## config.mk

```make
export PLATFORM = sky130hd
export DESIGN_NAME = sum_arbiter
export DESIGN_NICKNAME = d
export VERILOG_FILES = /design/src/rtl/sum_arbiter_pkg.sv /design/src/rtl/sum_arbiter_rr.sv /design/src/rtl/sum_arbiter.sv
export SDC_FILE = /design/constraint.sdc
export NUM_CORES = 1
export LEC_CHECK = 0
export CAP_MARGIN = 20
export CORE_MARGIN = 8
export CORE_UTILIZATION = 30
export CTS_CLUSTER_DIAMETER = 80
export DETAILED_ROUTE_END_ITERATION = 7
export PLACE_DENSITY = 0.66
export SLEW_MARGIN = 20
export SYNTH_ARGS = -nofsm -noshare
export SYNTH_HDL_FRONTEND = slang
export SYNTH_SLANG_ARGS = --single-unit
```

## constraint.sdc

```tcl
create_clock -name clk -period 5 [get_ports clk]
set_clock_uncertainty 0.1 [all_clocks]
set_input_delay 0.5 -clock clk [delete_from_list [all_inputs] [get_ports clk]]
set_output_delay 0.5 -clock clk [all_outputs]
set_load 0.1 [all_outputs]
```

## src/rtl/sum_arbiter_pkg.sv

```systemverilog
// rtl/sum_arbiter_pkg.sv - shared types, defaults and pointer helper for sum_arbiter
package sum_arbiter_pkg;

  typedef enum logic {IDLE, HOLD} state_e;

  localparam int SUM_N_REQ = 4;
  localparam int SUM_W     = 8;

  function automatic int next_ptr(input int g, input int n);
    return (g + 1 >= n) ? 0 : g + 1;
  endfunction

endpackage

```

## src/rtl/sum_arbiter_rr.sv

```systemverilog
// rtl/sum_arbiter_rr.sv - combinational round-robin grant search starting at ptr
module rr_arbiter #(
  parameter  int N     = 4,
  localparam int IDX_W = $clog2(N)
) (
  input  logic [N-1:0]     req,
  input  logic [IDX_W-1:0] ptr,
  input  logic             en,
  output logic [N-1:0]     gnt,
  output logic [IDX_W-1:0] gnt_idx
);

  logic found;

  always_comb begin
    int j;
    gnt     = '0;
    gnt_idx = '0;
    found   = 1'b0;
    j       = 0;
    for (int k = 0; k < N; k++) begin
      j = int'(ptr) + k;
      if (j >= N) j = j - N;
      if (!found && req[j]) begin
        found   = 1'b1;
        gnt_idx = IDX_W'(j);
      end
    end
    // gnt_idx is still computed when disabled so the datapath mux stays simple
    if (en && found) gnt[gnt_idx] = 1'b1;
  end

endmodule

```

## src/rtl/sum_arbiter.sv

```systemverilog
// rtl/sum_arbiter.sv - round-robin shared registered adder; SUM_ARBITER_SAT_EN saturates on carry
module sum_arbiter
  import sum_arbiter_pkg::*;
#(
  parameter  int N_REQ = SUM_N_REQ,
  parameter  int W     = SUM_W,
  localparam int ID_W  = $clog2(N_REQ)
) (
  input  logic               clk,
  input  logic               rst,
  input  logic [N_REQ-1:0]   req_valid,
  output logic [N_REQ-1:0]   req_ready,
  input  logic [N_REQ*W-1:0] req_a,
  input  logic [N_REQ*W-1:0] req_b,
  output logic               rsp_valid,
  input  logic               rsp_ready,
  output logic [W-1:0]       rsp_y,
  output logic [ID_W-1:0]    rsp_id,
  output logic               rsp_carry,
  output logic               busy
);

  state_e          state_q, state_d;
  logic [ID_W-1:0] ptr_q, ptr_d;
  logic [W-1:0]    y_q, y_d;
  logic [ID_W-1:0] id_q, id_d;
  logic            carry_q, carry_d;

  logic            can_issue;
  logic            arb_en;
  logic            accept;
  logic [ID_W-1:0] gnt_idx;
  logic [W-1:0]    a_g, b_g, y_new;
  logic [W:0]      sum;

  assign can_issue = (state_q == IDLE) || rsp_ready;
  assign arb_en    = can_issue && !rst;
  assign accept    = arb_en && (|req_valid);

  rr_arbiter #(.N(N_REQ)) u_rr (
    .req     (req_valid),
    .ptr     (ptr_q),
    .en      (arb_en),
    .gnt     (req_ready),
    .gnt_idx (gnt_idx)
  );

  assign a_g = req_a[int'(gnt_idx)*W +: W];
  assign b_g = req_b[int'(gnt_idx)*W +: W];
  assign sum = {1'b0, a_g} + {1'b0, b_g};

`ifdef SUM_ARBITER_SAT_EN
  assign y_new = sum[W] ? {W{1'b1}} : sum[W-1:0];
`else
  assign y_new = sum[W-1:0];
`endif

  always_comb begin
    state_d = state_q;
    ptr_d   = ptr_q;
    y_d     = y_q;
    id_d    = id_q;
    carry_d = carry_q;
    case (state_q)
      IDLE: begin
        if (accept) state_d = HOLD;
      end
      HOLD: begin
        if (rsp_ready && !accept) state_d = IDLE;
      end
      default: state_d = IDLE;
    endcase
    if (accept) begin
      y_d     = y_new;
      carry_d = sum[W];
      id_d    = gnt_idx;
      ptr_d   = ID_W'(next_ptr(int'(gnt_idx), N_REQ));
    end
  end

  always_ff @(posedge clk) begin
    if (rst) begin
      state_q <= IDLE;
      ptr_q   <= '0;
      y_q     <= '0;
      id_q    <= '0;
      carry_q <= 1'b0;
    end else begin
      state_q <= state_d;
      ptr_q   <= ptr_d;
      y_q     <= y_d;
      id_q    <= id_d;
      carry_q <= carry_d;
    end
  end

  assign rsp_valid = (state_q == HOLD);
  assign busy      = (state_q == HOLD);
  assign rsp_y     = y_q;
  assign rsp_id    = id_q;
  assign rsp_carry = carry_q;

endmodule

```

==> results of run 1 <==
==> state kept, by name, indices dropped and copies added, names as in the netlist <==
register	count
rsp_id	2
rsp_carry	1
ptr_q	2
busy	1
rsp_y	8
==> final cells by class <==
type | instances | share of cell area
sequential | 14 | 0.114
tap | 67 | 0.0340
inverter | 6 | 0.00913
clock buffer | 4 | 0.0223
multi-input combinational | 139 | 0.460
timing repair buffer | 91 | 0.361
==> cell families after synthesis <==
logic type / Yosys count
buf+inv: 17
fa+ha+maj: 14
mux: 49
flops: 14
simple gates: 39
compound gates: 34
xor+xnor: 3
==> routing by layer <==
metal | track usage | vias up | wire length [µm]
met5 | 0 | - | 0
met4 | 0.0329 | 0 | 44
met3 | 0.0331 | 5 | 303
met2 | 0.195 | 53 | 2020
met1 | 0.120 | 647 | 1800
li1 | - | 785 | -
==> power by group <==
group          internal (mW)  switching, mW
sequential             0.145         0.0203
clock                 0.0698         0.0410
combinational          0.259          0.445
total                  0.473          0.506
==> per-stage QoR <==
stage / hold WS (ns) / cell area [µm²] / setup WS (ns)
5_1_grt: 0.391 / 2470 / 0.759
3_3_place_gp: 0.361 / 2410 / 0.894
4_1_cts: 0.373 / 2470 / 1.06
3_5_place_dp: 0.365 / 2410 / 0.790
2_1_floorplan: 0.345 / 1500 / 1.88
6_report: 0.374 / 2470 / 1.07
==> cell usage in the layout (no fill, tap or decap), types with 2 or more instances in the layout <==
cell,instances
nand3_1,3
clkdlybuf4s50_1,83
xor2_1,2
ha_1,13
a21oi_1,10
a211oi_1,4
or3_1,2
nor2b_1,2
mux2i_1,49
nor2_1,7
clkbuf_8,4
nand2_1,10
dfxtp_1,14
nand2b_1,2
nand3b_1,6
and2_1,4
buf_4,8
inv_1,6
o21ai_0,11
==> path summary, 6_finish.rpt <==
kind	startpoint	end	slack, ns	cells after the start
setup / recovery	req_valid[0]	rsp_y[6]	1.07	13
hold / removal	rsp_y[0]	rsp_y[0]	0.37	2
hold reg to reg	rsp_y[0]	rsp_y[0]	0.37	2
setup reg to reg	ptr_q[1]	rsp_y[6]	1.46	12
==> tightest hold or removal path: cells and delay by family (launching register included) <==
family           cells  cell delay, ns
DFF                  1            0.31
and+or+nand+nor      2            0.12
==> PnR_summary.wiki, run 1 <==
{| class="wikitable"
! Metric !! Value
|-
| Outcome || finished, final reports clean
|-
| Total area of multi-input combinational cells || 1130 µm²
|-
| Number of standard cells in the layout, taps in and fillers out || 321
|-
| Number of buffers inserted during clock tree synthesis || 3
|-
| Final total negative setup slack || 0 ns
|-
| Clock root buffer || clkbuf_8
|-
| Buffers inserted during post-CTS setup optimization || 0
|-
| Worst slew pin tran || 0.993 ns
|-
| Share of the synthesized area in the top cell type || 0.327
|-
| Max-slew violations || 0
|-
| Placeable core region || 4790 µm²
|-
| Max Clock Freq || 0.254 GHz
|-
| Synth Cell Area || 1500 µm²
|-
| Unrepaired setup endpoints after global routing || no
|-
| Crit-path cells || clkdlybuf4s50_1, a21oi_1, o21ai_0, o2bb2a_2, mux2i_1, mux2i_1, ha_1, fa_1, a21oi_1, a2bb2oi_1, nand2b_1, a211oi_1, o31ai_1
|-
| Register area share after synthesis || 0.187
|-
| Buffers & Inverters on Critical Path || 1
|-
| Number of global-route vias before repair || 1543
|-
| Top-level I/O count || 88
|-
| Synth Register Bits || 14
|-
| Final worst path period need || 3.93 ns
|-
| Arrival time of the worst setup path || 3.95 ns
|-
| Worst path top cell family by delay || compound AO/OA/AOI/OAI gates
|-
| Total of buffers placed on input and output ports || 87
|-
| Die height || 86.7 µm
|-
| Count of unresolved DRC violations after routing || 0
|-
| CTS Hold Bufs || 0
|-
| Distinct cell type count of the synthesized netlist || 34
|-
| Number of failing hold endpoints at the final stage || 0
|-
| Primary FF master, synth || dfxtp_1
|-
| # placed instances || 317
|-
| Clock-pin slew reported for the worst setup and hold paths after clock tree synthesis || 0.06 ns
|-
| HPWL after detailed placement || 3600 µm
|-
| Remaining max-slew budget at the tightest pin || 0.336
|-
| FF/Latch Area || 280 µm²
|-
| Filler Cells Inserted || 464
|-
| Largest stage delay on the critical path || 0.73 ns
|-
| Final critical-path share of the clock period || 0.786
|-
| Area growth from synthesis to layout || 64.5%
|-
| CP max stage cell || o2bb2a_2
|-
| Antenna violations before repair || 0
|-
| Row count || 25
|-
| Die Wd || 86.7 µm
|-
| Leakage power || 1.02 nW
|-
| Total of endpoints with negative setup slack in the final report || 0
|-
| Wire length of the first global-routing pass || 6750 µm
|-
| Resize count post-CTS || 0
|-
| Type of the setup path with the least slack || input pin to flip-flop
|-
| Gr ovfl total || 0
|-
| Violation count after the first detailed-route iteration || 39
|-
| Basic-gate share of the synthesized area counting and, or, nand and nor cells || 0.137
|-
| Net count of the mapped netlist || 255
|-
| Avg WL per Cell || 13.0 µm
|-
| Per-instance average area after synthesis || 8.82 µm²
|-
| Leading cell type by number of instances after synthesis || mux2i_1
|-
| Total iterations of the first detailed-routing run || 6
|-
| Finished Core Util || 0.515
|-
| Synthesis Warnings || 0
|-
| Post-synthesis compound-gate area fraction || 0.140
|-
| Final weighted congestion in routability-driven placement || 0.823
|-
| Share of synthesized flip-flops with an asynchronous set or reset || 0
|-
| Number of violations of the max-capacitance limit || 0
|-
| Vias || 1490
|-
| Antenna violation net count after detailed routing || 0
|-
| Drt total wl || 4160 µm
|-
| Mux cell area share after synthesis || 0.327
|-
| Power per standard cell area || 397 nW/µm²
|-
| Path category of the worst min-delay check || flip-flop to flip-flop
|-
| CTS Sinks || 14
|-
| TritonCTS clock tree || done
|-
| # H-tree levels || 1
|-
| Pin count of the biggest net entering global routing || 26
|-
| Worst-skew pair later-pin latency || 0.25 ns
|-
| Share of final-layout standard cells stronger than drive strength 1 || 0.0591
|-
| Die outline area || 7510 µm²
|-
| Most instantiated cells after synthesis || mux2i_1, dfxtp_1, ha_1
|-
| Vias/cell || 4.64
|-
| Number of synthesized flops with an enable pin || 0
|-
| Synth area leader || mux2i_1
|-
| Element type at the critical path end || flip-flop
|-
| Largest family of logic cells by synthesized area || multiplexers
|-
| WP data required || 5.02 ns
|-
| Syn Inst Count || 170
|-
| Fraction of the mapped netlist area in adder cells || 0.122
|-
| Startpoint type of the worst setup path || input pin
|-
| XOR/XNOR share of the synthesized area || 0.0175
|-
| Worst-path maximum fanout || 25
|-
| Initial core utilization || 0.313
|-
| Max Root-Sink Buffers || 2
|-
| Total Routing Usage GR || 0.109
|-
| Diodes inserted || 0
|-
| Synth top area cells || mux2i_1, dfxtp_1, ha_1, o21ai_0, a21oi_1
|-
| Total chip power || 0.979 mW
|-
| Maximum VDD drop || 196 µV
|-
| Final nets || 340
|}
(Power assumes the default switching activity.)
==> inputs of run 2 (changes only) <==
PLACE_DENSITY = 0.69   (was 0.66)
clock period = 3.45 ns   (was 5 ns; I/O delays follow)
==> run 2 against run 1 <==
Cell count up 2.8%. Design area up 5.4%. Global-route usage up 0.13 points. Critical path depth up 1. Sequential cell count unchanged. First-iteration DRC count down 13%. Combinational power up 54%. Die area unchanged. Critical path type unchanged. Critical endpoint unchanged.
==> PnR_summary.wiki, run 2 (synthesis gave the netlist of run 1 again) <==
{| class="wikitable"
! Metric !! Value
|-
| Outcome || finished, final reports clean
|-
| Element type at the critical path end || flip-flop
|-
| Worst-path maximum fanout || 7
|-
| Clock network fraction of total power || 0.107
|-
| WP data required || 3.46 ns
|-
| HP Start || rsp_y[0]
|-
| Buffers & Inverters on Critical Path || 3
|-
| Area growth from synthesis to layout || 73.4%
|-
| Crit-path cells || clkdlybuf4s50_1, buf_4, mux2i_1, nor2_1, a311oi_4, buf_4, mux2i_1, ha_1, fa_1, a21oi_1, a2bb2oi_2, nand2b_1, a211oi_1, o31ai_1
|-
| Largest stage delay on the critical path || 0.45 ns
|-
| Finished Core Util || 0.543
|-
| Type of the setup path with the least slack || input pin to flip-flop
|-
| Capture endpoint of the worst hold path || rsp_y[0]
|-
| Max-slew violations || 0
|-
| Area of all placed cells without fillers || 2600 µm²
|-
| Pin count of the biggest net entering global routing || 18
|-
| Internal power || 0.730 mW
|-
| Final worst path period need || 3.24 ns
|-
| Number of buffers inserted during clock tree synthesis || 3
|-
| Total iterations of the first detailed-routing run || 4
|-
| Max Root-Sink Buffers || 2
|-
| HPWL after detailed placement || 3830 µm
|-
| Avg WL per Cell || 13.4 µm
|-
| Clock root buffer || clkbuf_8
|-
| Number of flip-flops under the largest register name || 8
|-
| Total chip power || 1.48 mW
|-
| Leakage power || 1.08 nW
|-
| Max Clock Freq || 0.309 GHz
|-
| Antenna violations before repair || 0
|-
| CTS Hold Bufs || 0
|-
| Die outline area || 7510 µm²
|-
| CTS Sinks || 14
|-
| Most frequent cells in the layout || clkdlybuf4s50_1, mux2i_1, dfxtp_1, ha_1, buf_4
|-
| Violation count after the first detailed-route iteration || 34
|-
| Number of cells traversed by the worst register-to-register path || 12
|-
| Antenna violation net count after detailed routing || 0
|-
| Total of buffers placed on input and output ports || 87
|-
| P_sw || 0.745 mW
|-
| Number of standard cells in the layout, taps in and fillers out || 330
|-
| Startpoint type of the worst setup path || input pin
|-
| Share of power burned in registers || 0.162
|-
| Initial core utilization || 0.313
|-
| Placeable core region || 4790 µm²
|-
| Final nets || 349
|-
| Top-level I/O count || 88
|-
| Worst path top cell family by delay || compound AO/OA/AOI/OAI gates
|-
| Total Routing Usage GR || 0.111
|-
| Arrival time of the worst setup path || 3.25 ns
|-
| Vias/cell || 4.64
|-
| Power per standard cell area || 568 nW/µm²
|-
| CP max stage cell || clkdlybuf4s50_1
|-
| Vias || 1531
|-
| Final weighted congestion in routability-driven placement || 0.791
|-
| Wire length of the first global-routing pass || 7030 µm
|-
| Sw Ratio || 0.505
|-
| Die height || 86.7 µm
|-
| Crit Reg-Reg Endpoint || rsp_y[6]
|-
| R2r setup slk || 0.34 ns
|-
| Buffers inserted during post-CTS setup optimization || 0
|-
| Resize count post-CTS || 0
|-
| Die Wd || 86.7 µm
|-
| Total of endpoints with negative setup slack in the final report || 0
|-
| Maximum VDD drop || 285 µV
|-
| Worst slack, placed || -0.165 ns
|-
| Number of instances on the worst hold path || 2
|-
| # H-tree levels || 1
|-
| Gr ovfl total || 0
|-
| Number of global-route vias before repair || 1623
|-
| Number of violations of the max-capacitance limit || 0
|-
| RR Startpoint || ptr_q[1]
|-
| Drt total wl || 4420 µm
|-
| Count of unresolved DRC violations after routing || 0
|-
| Worst slew pin tran || 0.992 ns
|-
| Dpl cell area || 2530 µm²
|-
| Row count || 25
|-
| Clock-pin slew reported for the worst setup and hold paths after clock tree synthesis || 0.06 ns
|-
| Worst Hold Margin || 0.378 ns
|-
| Number of failing hold endpoints at the final stage || 0
|-
| Final total negative setup slack || 0 ns
|-
| TritonCTS clock tree || done
|-
| Remaining max-slew budget at the tightest pin || 0.337
|-
| Min setup slack post-route || 0.214 ns
|-
| Proportion of power drawn by combinational gates || 0.731
|-
| Path category of the worst min-delay check || flip-flop to flip-flop
|-
| # placed instances || 326
|-
| Diodes inserted || 0
|-
| Share of final-layout standard cells stronger than drive strength 1 || 0.0951
|-
| Most common cell after layout, fill and taps aside || clkdlybuf4s50_1
|-
| Worst-skew pair later-pin latency || 0.24 ns
|-
| Final critical-path share of the clock period || 0.938
|}
-- run 2: cell count changes in the layout (fill, tap and decap cells not counted) --
| cell | delta |
|---|---|
| o2bb2a_2 | -1 |
| buf_4 | +5 |
| buf_12 | +4 |
| a2bb2oi_1 | -1 |
| o2bb2a_4 | +1 |
| a2bb2oi_2 | +1 |
-- run 2: final cells by class --
class | count | area, µm²
inverters | 6 | 22.5
well taps | 67 | 83.8
clock buffers | 4 | 55.1
multi-input cells | 139 | 1150
repair buffers | 100 | 1010
fillers | 467 | 2190
flip-flops and latches | 14 | 280
-- run 2: worst reg2reg max path: stages, from the launching register on --
cell,delay (ns)
dfxtp_1,0.50
mux2i_1,0.23
nor2_1,0.08
a311oi_4,0.26
buf_4,0.21
mux2i_1,0.09
ha_1,0.25
fa_1,0.41
a21oi_1,0.25
a2bb2oi_2,0.21
nand2b_1,0.07
a211oi_1,0.24
o31ai_1,0.08
-- run 2: power by group through the flow --
stage | logic (mW) | registers (mW) | clock network (mW)
after floorplan | 0.465 | 0.545 | 0
after global placement | 1.06 | 0.240 | 0
after detailed placement | 1.07 | 0.243 | 0
after CTS | 1.08 | 0.239 | 0.161
after global routing | 1.15 | 0.245 | 0.166
final | 1.08 | 0.239 | 0.158
-- run 2: worst max-delay path by stage --
stage | cells after the start | start | endpoint
after floorplan | 13 | ptr_q[1] | rsp_y[6]
after global placement | 13 | req_valid[0] | rsp_y[6]
after detailed placement | 13 | req_valid[0] | rsp_y[6]
after CTS | 13 | req_valid[0] | rsp_y[6]
after global routing | 13 | req_valid[0] | rsp_y[5]
final | 14 | req_valid[0] | rsp_y[6]
-- run 2: per-layer routing --
metal,vias to the layer above,GRT usage,share of wire
met3,0,0.0265,0.058
met4,0,0.0141,0
met5,-,0,0
met2,41,0.212,0.54
li1,804,-,-
met1,686,0.121,0.41
==> RTL change, RTL diff (settings of run 2) <==
Change the package constant `SUM_N_REQ` from 4 to 8.
--- a/src/rtl/sum_arbiter_pkg.sv
+++ b/src/rtl/sum_arbiter_pkg.sv
@@ -5,3 +5,3 @@
 
-  localparam int SUM_N_REQ = 4;
+  localparam int SUM_N_REQ = 8;
   localparam int SUM_W     = 8;
Ports: changed (5 resized); port bits go from 88 to 161. No check against the original RTL was run, so the function may have changed too.
==> RTL change against run 2 <==
- via count increased by 120%
- critical endpoint is now rsp_carry
- wire length increased to 2.7 times the old value
- die area increased by 87%
- critical path depth increased by 8
- cell area increased by 130%
- global-route usage increased by 4.9 points
- setup slack got worse by 1300 ps
- cell count increased by 110%
- the run now ends with setup timing left
- synthesized area increased by 110%
- sequential share of layout area decreased by 5.3 points
- sequential cell count increased by 2
Power is left out: the tool's default activity adds up to more than one toggle a clock period on the data nets, which glitch-free logic cannot reach.
==> RTL change: results (changes against run 2) <==
top_layer: "met4"  # was met3
synth_nets: 483  # was 255
timing.final.ws_setup_ps: -1050  # was 214 ps
tns_ps: -12090  # was 0 ps
finalNetCount: 706  # was 349
grt_pass1_vias: 3664  # was 1623
arrival_ps: 4590  # was 3250 ps
antenna_found_initial: 0  # unchanged
grt_max_degree: 30  # was 18
dr_wl_met2_um: 6220  # was 2360 um
violations: "setup timing"
wl_met1_um: 4840  # was 1800 um
critPathMaxFanout: 6  # was 7
ys_seq_area_frac: 0.102  # was 0.187
drt-initial-drc-count: 105  # was 34
synth_common_cells: "mux2i_1, mux2_2, dfxtp_1, inv_1, mux4_2"  # was mux2i_1, dfxtp_1, ha_1, o21ai_0
place_congestion: 0.805  # was 0.791
post-place-ws_ps: -1300  # was -165 ps
status: "finished with violations"  # was completed
routed_wl_um: 11700  # was 4420 um
dp.cells: 660  # was 326
hold_start: "rsp_y[6]"  # was rsp_y[0]
regToRegStartpoint: "ptr_q[0]"  # was ptr_q[1]
vias: 3429  # was 1531
wl_met3_um: 588  # was 256 um
syn-instance-count: 332  # was 170
ys_top_cells_by_area: "mux2i_1, mux4_2, dfxtp_1, mux2_2, ha_1"  # was mux2i_1, dfxtp_1, ha_1, o21ai_0, a21oi_1
place_hpwl_um: 9360  # was 3830 um
criticalPathCategory: "register to register"  # was input port to register
slew_headroom: 0.310  # was 0.337
grt_util_all_layers: 0.159  # was 0.111
portBuffers: 160  # was 87
drive_gt1_frac: 0.338  # was 0.0951
rr_worst_depth: 22  # was 12
ys_types: 51  # was 34
grt_pass1_wl_um: 18600  # was 7030 um
setup-violations-final: 18  # was 0
[RTL change: cell types whose count changed after synthesis, sizes merged, moves of 8 or more]
cell          run 2  this run
nor2              7        15
mux2              0        25
inv               6        17
buf               9        20
mux2i            49       104
mux4              0        15
[RTL change: cells by family after synthesis]
kind of cell / after synthesis / share of synthesized area
mux: 144 / 0.531
simple gates: 61 / 0.108
compound gates: 48 / 0.104
buf+inv: 44 / 0.0833
flops: 16 / 0.102
fa+ha+maj: 12 / 0.0500
xor+xnor: 7 / 0.0218
[RTL change: cell type report]
cell class / count / area [um2]
clock buffer: 4 / 55.1
fill: 912 / 4250
inverter: 17 / 71.3
multi-input combinational: 272 / 2860
sequential: 16 / 328
tap: 136 / 170
timing repair buffer: 244 / 2540
timing repair inverter: 1 / 7.51
[RTL change: timing repair]
item	4_1_cts	5_1_grt
setup endpoints to repair	19	21
endpoints found under the hold margin	0	0
pin swaps	21	17
cloned	5	0
buffers inserted	28	3
gates resized for setup	44	14
[RTL change: per-layer routing]
layer	GRT usage	vias to the layer above
li1	-	1695
met1	0.179	1659
met2	0.304	69
met3	0.0366	6
met4	0.0174	0
met5	0	-
[RTL change: worst paths after layout]
kind,end,slack [ps]
min reg2reg,rsp_y[6],390
max,rsp_carry,-1050
max reg2reg,rsp_carry,-1050
min,rsp_y[6],390
[RTL change: worst max-delay path, stage by stage (launching register included)]
cell,delay [ps]
dfxtp_4,380
inv_8,30
ha_4,330
mux4_2,530
mux2i_2,220
a32oi_2,90
buf_4,160
nor2b_4,110
a41oi_2,120
a31oi_4,270
buf_12,150
buf_6,90
mux2_4,290
mux2_4,280
fa_2,430
nor2b_4,140
o21ai_2,70
a21oi_2,150
o21ai_1,80
nand2b_1,110
a21o_1,120
a21oi_1,60
o21ai_1,110
[RTL change: stage by stage]
stage | instance area [um2] | utilization | hold WS (ps)
6_report | 6020 | 0.586 | 389
5_1_grt | 6020 | 0.586 | 411
4_1_cts | 5960 | 0.580 | 392
3_5_place_dp | 5480 | 0.533 | 368
3_3_place_gp | 5480 | 0.533 | 371
2_1_floorplan | 3350 | - | 426
